==> config.mk <==
export PLATFORM = sky130hd
export DESIGN_NAME = uart_rx_flat
export DESIGN_NICKNAME = d
export VERILOG_FILES = /design/src/rtl/uart_pkg.sv /design/src/rtl/uart_rx_if.sv /design/src/rtl/uart_rx_sync_2ff.sv /design/src/rtl/uart_rx.sv /design/src/flat_wrapper.sv
export SDC_FILE = /design/constraint.sdc
export NUM_CORES = 1
export LEC_CHECK = 0
export ABC_AREA = 1
export BUFFER_PORTS_ARGS = -buffer_cell sky130_fd_sc_hd__buf_2
export CAP_MARGIN = 20
export CORE_ASPECT_RATIO = 0.75
export CORE_MARGIN = 1.5
export CORE_UTILIZATION = 50
export CTS_CLUSTER_DIAMETER = 120
export DETAILED_ROUTE_END_ITERATION = 12
export PLACE_DENSITY = 0.69
export SLEW_MARGIN = 20
export SYNTH_ARGS = -nofsm -noshare
export SYNTH_HDL_FRONTEND = slang
export SYNTH_SLANG_ARGS = --single-unit
==> constraint.sdc <==
create_clock -name clock_i -period 2.2 [get_ports clock_i]
set_input_delay 0.33 -clock clock_i [delete_from_list [all_inputs] [get_ports clock_i]]
set_output_delay 0.33 -clock clock_i [all_outputs]
set_load 0.1 [all_outputs]
==> src/rtl/uart_pkg.sv <==
// Shared UART constants and receiver state encoding.
package uart_pkg;

    localparam int NUM_TICKS       = 16;
    localparam int DBIT_DEFAULT    = 8;
    localparam int SB_TICK_DEFAULT = 16;

    typedef enum logic [1:0] {
        ST_IDLE  = 2'd0,
        ST_START = 2'd1,
        ST_DATA  = 2'd2,
        ST_STOP  = 2'd3
    } rx_state_e;

endpackage

==> src/rtl/uart_rx_if.sv <==
// Receiver-side bundle: oversampling strobe and serial line in, byte and status out.
interface uart_rx_if
    import uart_pkg::*;
#(
    parameter int DBIT = DBIT_DEFAULT
);
    logic            s_tick;
    logic            rx;
    logic [DBIT-1:0] dout;
    logic            rx_done_tick;
    logic            framing_error;

    modport master (
        output s_tick, rx,
        input  dout, rx_done_tick, framing_error
    );

    modport slave (
        input  s_tick, rx,
        output dout, rx_done_tick, framing_error
    );
endinterface

==> src/rtl/uart_rx_sync_2ff.sv <==
// Two-flop synchronizer with a configurable reset level.
module sync_2ff #(
    parameter logic RST_VAL = 1'b1
) (
    input  logic clock_i,
    input  logic reset_i,
    input  logic d_i,
    output logic q_o
);
    logic meta_q;
    logic sync_q;

    always_ff @(posedge clock_i or posedge reset_i) begin
        if (reset_i) begin
            meta_q <= RST_VAL;
            sync_q <= RST_VAL;
        end else begin
            meta_q <= d_i;
            sync_q <= meta_q;
        end
    end

    assign q_o = sync_q;
endmodule

==> src/rtl/uart_rx.sv <==
// 8N1 UART receiver, mid-bit sampling on the 16x s_tick strobe.
// state | meaning: IDLE wait start edge | START find mid start bit | DATA shift bits | STOP sample stop
module uart_rx #(
    parameter int DBIT      = uart_pkg::DBIT_DEFAULT,
    parameter int SB_TICK   = uart_pkg::SB_TICK_DEFAULT,
    parameter int NUM_TICKS = uart_pkg::NUM_TICKS
) (
    input logic      clock_i,
    input logic      reset_i,
    uart_rx_if.slave bus
);
    import uart_pkg::*;

    localparam int SMAX = (NUM_TICKS > SB_TICK) ? NUM_TICKS : SB_TICK;
    localparam int SW   = $clog2(SMAX);
    localparam int NW   = $clog2(DBIT);

    localparam logic [SW-1:0] S_MID  = SW'(NUM_TICKS / 2 - 1);
    localparam logic [SW-1:0] S_BIT  = SW'(NUM_TICKS - 1);
    localparam logic [SW-1:0] S_STOP = SW'(SB_TICK - 1);
    localparam logic [NW-1:0] N_LAST = NW'(DBIT - 1);

    rx_state_e       state_q;
    logic [SW-1:0]   s_q;
    logic [NW-1:0]   n_q;
    logic [DBIT-1:0] b_q;
    logic [DBIT-1:0] dout_q;
    logic            done_q;
    logic            ferr_q;
    logic            rx_s;

    sync_2ff #(.RST_VAL(1'b1)) u_rx_sync (
        .clock_i (clock_i),
        .reset_i (reset_i),
        .d_i     (bus.rx),
        .q_o     (rx_s)
    );

    always_ff @(posedge clock_i or posedge reset_i) begin
        if (reset_i) begin
            state_q <= ST_IDLE;
            s_q     <= '0;
            n_q     <= '0;
            b_q     <= '0;
            dout_q  <= '0;
            done_q  <= 1'b0;
            ferr_q  <= 1'b0;
        end else begin
            done_q <= 1'b0;
            unique case (state_q)
                ST_IDLE: begin
                    if (!rx_s) begin
                        state_q <= ST_START;
                        s_q     <= '0;
                    end
                end
                ST_START: begin
                    if (bus.s_tick) begin
                        if (s_q == S_MID) begin
                            // Line went back high before mid start bit: glitch, not a frame.
                            if (!rx_s) begin
                                state_q <= ST_DATA;
                                s_q     <= '0;
                                n_q     <= '0;
                            end else begin
                                state_q <= ST_IDLE;
                            end
                        end else begin
                            s_q <= s_q + 1'b1;
                        end
                    end
                end
                ST_DATA: begin
                    if (bus.s_tick) begin
                        if (s_q == S_BIT) begin
                            s_q <= '0;
                            b_q <= {rx_s, b_q[DBIT-1:1]};
                            if (n_q == N_LAST) begin
                                state_q <= ST_STOP;
                            end else begin
                                n_q <= n_q + 1'b1;
                            end
                        end else begin
                            s_q <= s_q + 1'b1;
                        end
                    end
                end
                ST_STOP: begin
                    if (bus.s_tick) begin
                        if (s_q == S_STOP) begin
                            dout_q  <= b_q;
                            ferr_q  <= ~rx_s;
                            done_q  <= 1'b1;
                            state_q <= ST_IDLE;
                        end else begin
                            s_q <= s_q + 1'b1;
                        end
                    end
                end
                default: state_q <= ST_IDLE;
            endcase
        end
    end

    assign bus.dout          = dout_q;
    assign bus.rx_done_tick  = done_q;
    assign bus.framing_error = ferr_q;
endmodule

==> src/flat_wrapper.sv <==
// flat-port wrapper written by rule: the top's interface ports become plain ports
module uart_rx_flat import uart_pkg::*;
#(
    parameter int DBIT      = uart_pkg::DBIT_DEFAULT,
    parameter int SB_TICK   = uart_pkg::SB_TICK_DEFAULT,
    parameter int NUM_TICKS = uart_pkg::NUM_TICKS
)
  (clock_i, reset_i, bus_s_tick, bus_rx, bus_dout, bus_rx_done_tick, bus_framing_error);
  uart_rx_if #(.DBIT(DBIT)) bus_i ();
  input logic clock_i;
  input logic reset_i;
  input wire logic [$bits(bus_i.s_tick)-1:0] bus_s_tick;
  input wire logic [$bits(bus_i.rx)-1:0] bus_rx;
  output wire logic [$bits(bus_i.dout)-1:0] bus_dout;
  output wire logic [$bits(bus_i.rx_done_tick)-1:0] bus_rx_done_tick;
  output wire logic [$bits(bus_i.framing_error)-1:0] bus_framing_error;
  assign bus_i.s_tick = bus_s_tick;
  assign bus_i.rx = bus_rx;
  assign bus_dout = bus_i.dout;
  assign bus_rx_done_tick = bus_i.rx_done_tick;
  assign bus_framing_error = bus_i.framing_error;
  uart_rx #(.DBIT(DBIT), .SB_TICK(SB_TICK), .NUM_TICKS(NUM_TICKS)) u_core (.clock_i(clock_i), .reset_i(reset_i), .bus(bus_i));
endmodule
==> out/summary.txt <==
pwr dens: 1100 mW/mm2
CTS tree: yes
commonest non-fill, non-tap cell in the layout: nand2_1
Initial Utilization: 0.538
syn_nets: 167
core area: 0.00268 mm2
CP Cell Sequence: ha_1, nand3_4, nor3_4, o21ai_0
clk sink count: 29
Worst Path Buf+Inv: 0
Final ANT Viol Nets: 0
Top Ports: 14
Worst Setup SP: u_core.s_q[0]$_DFFE_PP0P_
DRC viols: 0
Top delay family on crit path: simple AND/OR/NAND/NOR gates
Root Buffer: clkbuf_8
Final GP Congestion: 0.831
final setup violation count: 0
crit end category: flop
Slew @ Worst Pin: 0.584 ns
Critical Path AT: 1.76 ns
1st-iter DRT viols: 40
H-tree depth: 2
status: finished, final reports clean
Netlist Area Pre-Place: 0.00144 mm2
FMAX: 619 MHz
fraction of layout cells with a size suffix above 1: 0.296
fin. max-slew vios: 0
Setup crit start kind: flop
Reg2Reg Launch Point: u_core.s_q[0]$_DFFE_PP0P_
RSZ-0062 raised after global routing: false
Total Routed Length: 2490 um
Max Cap Viol: 0
Comb pwr share: 0.295
DP Wirelength: 1810 um
P_int: 0.00115 W
Yosys reg bits: 29
die width: 65.0 um
DIE HEIGHT: 49.5 um
initial antenna violation count: 0
port bufs: 13
highest net fanout along the worst path: 16
syn avg cell area: 9.02 um2
Clock power frac: 0.316
setup TNS: 0 ns
Worst Path Required: 2.34 ns
die area: 0.00322 mm2
pin count of the biggest net entering global routing: 30
clk_lat worst skew: 0.28 ns
CTS clk-pin slew, worst paths: 0.06 ns
CTS max path bufs: 2
first-pass GRT wire length: 4750 um
Psw: 0.000664 W
Vias: 1,059
pre-CTS WS: 0.565 ns
GR Overflow Total: 0
Site Rows: 16
Leakage Power: 0.857 nW
most frequent cells in the layout: nand2_1, dfrtp_1, inv_1
Crit path largest cell delay: 0.53 ns
Num CTS Buffers: 5
NumNets Final: 185
final hold violation count: 0
DRT Pass-1 Iters: 5
final period utilization: 0.734
cts repair resizes: 0
GRT Resource Usage Total: 0.200
vias in the first global route: 1,058
area grow syn2layout: 14.1%
Ys Warns: 0
vias per cell: 4.93
Crit-path slowest cell: nor3_4
Fin Clk Skew: 0.00435 ns
maximum VDD drop: 0.622 mV
sequential share of power: 0.389
relative slew slack: 0.609
Yosys cell types: 18
Ant. Diodes: 0
FILL cells: 239
Switching Share: 0.366
Hold Path Class: in2async
WL/cell: 11.6 um
# hold bufs at CTS: 0
Crit Path Category: reg2reg
sequential area share after synthesis: 0.505
Final Util: 0.614
Post-CTS Setup Bufs: 0
setup slack after layout: 0.584 ns
Period minus WS final: 1.62 ns
Post-Syn Instances: 160
Power Total: 0.00181 W
metal layers:
layer  share of wire  global-route usage
met4          0.0072              0.0521
met1            0.48               0.263
met3           0.051              0.0890
met5               0                   0
met2            0.47               0.304
layout make-up:
| type | instances | area [um2] | area share |
|---|---|---|---|
| clock buffers | 6 | 82.6 | 0.0502 |
| clock inverters | 2 | 37.5 | 0.0228 |
| inverters | 19 | 71.3 | 0.0433 |
| multi-input cells | 109 | 609 | 0.370 |
| flip-flops and latches | 29 | 728 | 0.442 |
| well taps | 36 | 45.0 | 0.0274 |
| repair buffers | 14 | 72.6 | 0.0441 |
path summary, 6_finish.rpt:
check	end	slack (ns)	depth (start not counted)
min reg2reg	u_core.u_rx_sync.q_o$_DFF_PP1_	0.36	0
min in group clock_i	u_core.u_rx_sync.meta_q$_DFF_PP1_	0.15	1
max reg2reg	u_core.b_q[1]$_DFFE_PP0P_	0.58	4
max in group asynchronous	u_core.u_rx_sync.q_o$_DFF_PP1_	1.80	3
max	u_core.b_q[1]$_DFFE_PP0P_	0.58	4
min	u_core.s_q[2]$_DFFE_PP0P_	0.10	3
kinds of logic (layout without fill, tap and decap cells):
| group | after synthesis | in the layout | share of synthesized area |
|---|---|---|---|
| fa+ha+maj | 3 | 3 | 0.0260 |
| flops | 29 | 29 | 0.505 |
| simple gates | 83 | 83 | 0.288 |
| compound gates | 23 | 23 | 0.108 |
| buf+inv | 22 | 41 | 0.0729 |
cell usage after synthesis, drive strengths merged:
master / number / area [um2]
dfstp: 2 / 52.6
nand2: 59 / 241
o21ai: 21 / 146
nor3: 1 / 16.3
nand3b: 3 / 22.5
dfrtp: 27 / 676
nand3: 8 / 52.6
ha: 3 / 37.5
buf: 3 / 33.8
a21oi: 2 / 10.0
inv: 19 / 71.3
nor2: 12 / 82.6
worst reg2reg max path: cells and delay by family, from the launching register on:
family          cells  cell delay [ns]
simple gates        2             0.67
flops               1             0.38
fa+ha+maj           1             0.27
compound gates      1             0.16
state kept, by name, summed over array words and instances (netlist names), named ones only:
name and cells:
u_core.b_q 8, u_core.n_q 3, u_core.bus.framing_error 1, u_core.u_rx_sync.q_o 1
u_core.u_rx_sync.meta_q 1, u_core.state_q 1, u_core.bus.rx_done_tick 1, u_core.s_q 4
u_core.bus.dout 8
power by group through the flow:
stage | Sequential (W) | Combinational (W) | Clock (W)
floorplan | 0.000705 | 0.000452 | 0
global placement | 0.000707 | 0.000517 | 0
detailed placement | 0.000713 | 0.000534 | 0
CTS | 0.000704 | 0.000538 | 0.000592
global route | 0.000719 | 0.000624 | 0.000616
finish | 0.000705 | 0.000535 | 0.000573
per-stage QoR:
stage	hold slack (ns)	cell area, um2	instances
finish	0.102	1650	215
global route	0.135	1650	215
CTS	0.110	1650	215
detailed placement	0.347	1530	207
global placement	0.348	1530	207
floorplan	0.334	1440	160
(Power assumes the default switching activity.)
